### src/rtl/row_op_sequencer.sv
// Row-at-a-time sequencer for the row subtract unit: fetches A/B rows, feeds the unit,
// writes each result row back and accumulates a sticky overflow flag.
module row_op_sequencer #(
  parameter int unsigned ROWS   = 5,
  parameter int unsigned ROW_W  = 40,
  parameter int unsigned ADDR_W = 3,
  parameter int unsigned OP_LAT = 1
) (
  input  logic              clk,
  input  logic              rst,
  input  logic              start,
  input  logic [2:0]        n_rows,
  output logic              rd_en,
  output logic [ADDR_W-1:0] rd_addr,
  input  logic [ROW_W-1:0]  rd_a,
  input  logic [ROW_W-1:0]  rd_b,
  output logic [ROW_W-1:0]  op_a,
  output logic [ROW_W-1:0]  op_b,
  input  logic [ROW_W-1:0]  op_res,
  input  logic              op_ovf,
  output logic              wr_en,
  output logic [ADDR_W-1:0] wr_addr,
  output logic [ROW_W-1:0]  wr_data,
  output logic              busy,
  output logic              done,
  output logic              ovf_flag
);

  typedef enum logic [2:0] {
    StIdle,
    StRead,
    StLoad,
    StExec,
    StWrite,
    StDone
  } state_e;

  state_e              state_q, state_d;
  logic [ADDR_W-1:0]   row_q, row_d;
  logic [ADDR_W-1:0]   rows_q, rows_d;
  logic [2:0]          lat_q, lat_d;
  logic                ovf_q, ovf_d;
  logic [ROW_W-1:0]    op_a_q, op_a_d;
  logic [ROW_W-1:0]    op_b_q, op_b_d;
  logic [ADDR_W-1:0]   rows_clamp;

  always_comb begin
    rows_clamp = (32'(n_rows) > ROWS) ? ADDR_W'(ROWS) : ADDR_W'(n_rows);
  end

  always_comb begin
    state_d = state_q;
    row_d   = row_q;
    rows_d  = rows_q;
    lat_d   = lat_q;
    ovf_d   = ovf_q;
    op_a_d  = op_a_q;
    op_b_d  = op_b_q;
    rd_en   = 1'b0;
    wr_en   = 1'b0;
    done    = 1'b0;
    unique case (state_q)
      StIdle: begin
        if (start) begin
          rows_d  = rows_clamp;
          row_d   = '0;
          ovf_d   = 1'b0;
          state_d = (rows_clamp == '0) ? StDone : StRead;
        end
      end
      StRead: begin
        rd_en   = 1'b1;
        state_d = StLoad;
      end
      StLoad: begin
        op_a_d  = rd_a;
        op_b_d  = rd_b;
        lat_d   = 3'(OP_LAT);
        state_d = StExec;
      end
      StExec: begin
        // Operands stay put while the row unit works through its latency.
        lat_d = lat_q - 3'd1;
        if (lat_q == 3'd1) begin
          state_d = StWrite;
        end
      end
      StWrite: begin
        wr_en = 1'b1;
        ovf_d = ovf_q | op_ovf;
        if (row_q == rows_q - ADDR_W'(1)) begin
          state_d = StDone;
        end else begin
          row_d   = row_q + ADDR_W'(1);
          state_d = StRead;
        end
      end
      StDone: begin
        done    = 1'b1;
        state_d = StIdle;
      end
      default: state_d = StIdle;
    endcase
  end

  always_ff @(posedge clk or posedge rst) begin
    if (rst) begin
      state_q <= StIdle;
      row_q   <= '0;
      rows_q  <= '0;
      lat_q   <= '0;
      ovf_q   <= 1'b0;
      op_a_q  <= '0;
      op_b_q  <= '0;
    end else begin
      state_q <= state_d;
      row_q   <= row_d;
      rows_q  <= rows_d;
      lat_q   <= lat_d;
      ovf_q   <= ovf_d;
      op_a_q  <= op_a_d;
      op_b_q  <= op_b_d;
    end
  end

  // Addresses are only driven while their strobe is active.
  assign rd_addr  = rd_en ? row_q : '0;
  assign wr_addr  = wr_en ? row_q : '0;
  assign wr_data  = op_res;
  assign op_a     = op_a_q;
  assign op_b     = op_b_q;
  assign busy     = (state_q != StIdle);
  assign ovf_flag = ovf_q;

endmodule

### config.mk
export PLATFORM = sky130hd
export DESIGN_NAME = row_op_sequencer
export DESIGN_NICKNAME = d
export VERILOG_FILES = /design/src/rtl/row_op_sequencer.sv
export SDC_FILE = /design/constraint.sdc
export NUM_CORES = 1
export LEC_CHECK = 0
export BUFFER_PORTS_ARGS = -buffer_cell sky130_fd_sc_hd__clkbuf_2
export CORE_ASPECT_RATIO = 0.5
export CORE_MARGIN = 2
export CORE_UTILIZATION = 38
export DETAILED_ROUTE_END_ITERATION = 8
export GPL_TIMING_DRIVEN = 0
export PLACE_DENSITY = 0.85
export SLEW_MARGIN = 20
export SYNTH_ARGS = -nofsm -noshare
export SYNTH_HDL_FRONTEND = slang
export SYNTH_SLANG_ARGS = --single-unit
### constraint.sdc
create_clock -name clk -period 2.75 [get_ports clk]
set_input_delay 0.4125 -clock clk [delete_from_list [all_inputs] [get_ports clk]]
set_output_delay 0.4125 -clock clk [all_outputs]
set_load 0.02 [all_outputs]
# Word-level counts from Yosys, hierarchy flattened
# Cells that the tools add are included.
[totals] register_bits=93 latchBits=0 ramBits=0 mem_bits_ro=0 input_bits=127 elab_cells=48 memories=0
[op_classes] add_sub_neg=3 mul=0 div=0 order_cmp=1 n_eq_ne=10 shift=0 muxes=17 bitwise_logic=1 n_reduce_logical=9
[op_table] op="$mux W3" count=9
[op_table] op="$pmux W3 S5" count=1
[op_table] op="$pmux W3 S2" count=2
[op_table] op="$eq A3 B1 Y1 const B" count=2
[op_table] op="$eq A3 B2 Y1 const B" count=2
[op_table] op="$eq A3 B3 Y1 const B" count=2
[op_table] op="$logic_not A3 Y1" count=2
[op_table] op="$ne A2 B2 Y1 const B" count=3
[op_table] op="$reduce_and A2 Y1" count=3
[op_table] op="$sub A3 B1 Y3 const B" count=2
[op_table] op="$mux W1" count=4
[op_table] op="$reduce_bool A2 Y1" count=2
[op_table] op="$add A3 B1 Y3 const B" count=1
[op_table] op="$eq A3 B3 Y1" count=1
[op_table] op="$gt A3 B3 Y1 const B" count=1
[op_table] op="$reduce_and A3 Y1" count=1
[op_table] op="$reduce_bool A3 Y1" count=1
[op_table] op="$pmux W1 S2" count=1
[op_table] op="$or A1 B1 Y1" count=1

# Depth between registers and ports, before layout
[logic_depth] depth_word=6 ltp_mapped=6 ltp_nobuf=6

# Worst setup path before layout
# No wires, ideal clock.
[synth_path] kind="reg-to-output" from="register state_q[0]" to="output rd_addr[0]" t_arrival_ps=1502 path_slack_ps=835 stages_incl_launch_ff=4 path_cell_list="dfrtp_1 -> inv_1 -> nor3_1 -> and2_1"
[synth_via] elab_chain_cells=3
[synth_rtl] item="start: declaration" line_no="38" text="state_e state_q, state_d;"
[synth_rtl] item="start signal: assignment" line_no="108" text="state_q <= StIdle;"
[synth_rtl] item="start signal: assignment" line_no="116" text="state_q <= state_d;"
[synth_rtl] item="$eq A3 B1 Y1" line_no="62" text="unique case (state_q)"
[synth_rtl] item="$mux W1" line_no="62"
[synth_rtl] item="named net rd_en" line_no="13" text="output logic rd_en,"
[synth_rtl] item="$mux W3" line_no="127" text="assign rd_addr = rd_en ? row_q : '0;"
[synth_rtl] item="end: declaration" line_no="14" text="output logic [ADDR_W-1:0] rd_addr,"
# The timed path passes the listed nets, and every way through them passes these cells.

# Worst setup path after layout
[layout_path] from="register state_q[0]" to="output rd_addr[2]"
[layout_via] elab_chain_cells=3
[layout_rtl] item="$eq A3 B1 Y1" line_no="62"
[layout_rtl] item="$mux W1" line_no="62"
[layout_rtl] item="$mux W3" line_no="127"
# Every way passes these cells.

==> results.json <==
{
  "status": "completed",
  "min_period_ns": 2.16,
  "hp-class": "input port to async pin",
  "io-pin-count": 258,
  "drv_slew": 0,
  "syn-mean-instance-area_um2": 13.8,
  "fin_skew_ns": 0.00855,
  "setup_viol": 0,
  "first_pass_iters": 4,
  "synthFlopType": "dfrtp_1",
  "clk_latency_ns": 0.34,
  "path_buf_inv": 2,
  "antenna_found_initial": 0,
  "antennaDiodeCount": 0,
  "rows": 26,
  "final_common_cell": "clkbuf_2",
  "ys_seq_area_frac": 0.575,
  "cts_htree_levels": 3,
  "period_share": 0.784,
  "avgViaCountPerCell": 4.58,
  "synth_seq_cells": 93,
  "stdcell_area_um2": 5660,
  "grt_pass1_wl_mm": 14.7,
  "grt_max_degree": 36,
  "die_h_um": 77.0,
  "tns_ns": 0,
  "drc": 0,
  "antenna_left": 0,
  "arrival_ns": 1.74,
  "coreArea_um2": 10300,
  "dp_hpwl_mm": 7.77,
  "critPathKind": "flop to primary output",
  "multi_input_area_um2": 1330,
  "async_flop_share": 1.00,
  "cts_setup_buffers": 0,
  "seq_area_um2": 2330,
  "die_area_um2": 11500,
  "cts_buffers": 9,
  "cts_tree": "yes",
  "holdWs_ns": 0.168,
  "syn_inst": 294,
  "path_cells": "inv_1, nor3_1, and2_2, clkbuf_2",
  "place_area_um2": 5350,
  "vdd_drop_max_mv": 0.413,
  "area_delta_synth_final_pct": 40.0,
  "synth-warning-count": 0,
  "die_w_um": 150,
  "clkSlewWorstSetupHoldPaths_ns": 0.06,
  "dp_slack_ns": 0.863,
  "worst_pin_slew_ns": 0.703,
  "slew_headroom": 0.530,
  "rsz0062_at_grt": "no",
  "post_cts_resized": 0,
  "start_util": 0.394,
  "clock_sinks": 93,
  "grt-ovfl-total": 0,
  "timing_hold_violations_final": 0,
  "gp_congestion": 0.768,
  "nets": 655,
  "slowest_stage": "dfrtp_1",
  "cts-root-buf": "clkbuf_16",
  "worstSetupStartpointType": "flop",
  "synth-edff-count": 0,
  "clk_path_buf_depth": 2,
  "ys_types": 35,
  "layout-drive-gt1-share": 0.692,
  "critPathMaxFanout": 7,
  "finalWorstSetupSlack_ns": 0.594,
  "fillerInstances": 873,
  "max_stage_delay_ns": 0.50,
  "vias": 3061,
  "layout_common_cells": "217 x clkbuf_2, 93 x dfrtp_1, 74 x mux2_2",
  "p_leak_nw": 2.89,
  "path_delay_family": "simple AND/OR/NAND/NOR gates",
  "worst_setup_path_end_kind": "primary output",
  "track_usage": 0.165,
  "drt-total-wl_mm": 9.62,
  "critical_path_required_ns": 2.34,
  "max_cap_violations": 0,
  "cts_hold_buf": 0,
  "wl_per_cell_um": 14.4,
  "io_buffer_count": 217,
  "fmax_mhz": 464,
  "power.density_nw_per_um2": 1250,
  "grt_pass1_vias": 3040,
  "syn_nets": 425,
  "drtIter0Drc": 129,
  "syn_area_um2": 4050
}
## where the power goes
part	switching, mW	leakage [nW]	internal [mW]
clock network	0.518	0.148	0.754
logic	1.90	1.65	1.47
registers	0.389	1.10	2.06
total	2.80	2.89	4.29
## worst register-to-register path: cells and delay by family (launching register included)
family / cells / cell delay [ns]
and+or+nand+nor: 1 / 0.25
AOI/OAI and AO/OA: 2 / 0.46
buffers and inverters: 1 / 0.08
adders and majority gates: 1 / 0.15
xor gates and xnor gates: 1 / 0.44
DFF: 1 / 0.38
## cell families after synthesis
family,share of synthesized area
XOR/XNOR,0.0102
buffers and inverters,0.0956
adder cells (fa/ha/maj),0.0124
AO/OA/AOI/OAI,0.0325
flip-flops,0.575
multiplexers,0.228
AND/OR/NAND/NOR,0.0461
## layer usage
| metal | vias up | share of wire | GRT usage |
|---|---|---|---|
| met5 | - | 0 | 0 |
| met4 | 0 | 0.013 | 0.0415 |
| met3 | 12 | 0.059 | 0.0536 |
| met2 | 110 | 0.58 | 0.330 |
| met1 | 1505 | 0.35 | 0.163 |
| li1 | 1434 | - | - |
## synth_stat cells, types with 2 or more instances
cell type   n  share of area
dfrtp_1    93           0.58
mux2_2     74           0.21
buf_4      40          0.074
buf_2       9          0.011
inv_1       9         0.0084
nand2_1     8         0.0074
mux2_1      7          0.019
a21oi_1     6         0.0074
nor2_1      5         0.0046
o21ai_0     5         0.0062
ha_1        4          0.012
nand2b_1    3         0.0046
nand3_1     3         0.0037
nor3_1      3         0.0037
a211oi_1    2         0.0037
and2_1      2         0.0031
and3_1      2         0.0031
xnor2_1     2         0.0043
## layout make-up
type / count / area share
clock inverter: 5 / 0.0104
multi-input combinational: 141 / 0.235
clock buffer: 11 / 0.0446
timing repair buffer: 219 / 0.199
tap: 140 / 0.0309
sequential: 93 / 0.411
buffer: 50 / 0.0617
inverter: 10 / 0.00729
## registers in the layout, summed over array words and instances (netlist names)
signal	flops
row_q	3
ovf_flag	1
op_a	40
state_q	3
lat_q	3
rows_q	3
op_b	40
## stage by stage
stage	power, mW	utilization	std cells
after global routing	7.50	0.551	669
after floorplan	4.77	-	294
final	7.09	0.551	669
after global placement	5.74	0.517	651
after detailed placement	5.90	0.520	653
after CTS	7.18	0.551	669
## final timing paths
path                                         from                     end  slack [ns]  depth (start not counted)
setup / recovery           state_q[0]$_DFFE_PP0P_              rd_addr[2]        0.59                          4
hold / removal                                rst    op_b[37]$_DFFE_PP0P_        0.17                          2
setup reg to reg            rows_q[0]$_DFFE_PP0P_  state_q[2]$_DFFE_PP0P_        0.88                          6
hold reg to reg              op_b[19]$_DFFE_PP0P_    op_b[19]$_DFFE_PP0P_        0.49                          1
max in group asynchronous                     rst    op_b[34]$_DFFE_PP0P_        1.99                          3
min in group clk                         rd_a[15]    op_a[15]$_DFFE_PP0P_        0.29                          2
(Power assumes the default switching activity.)
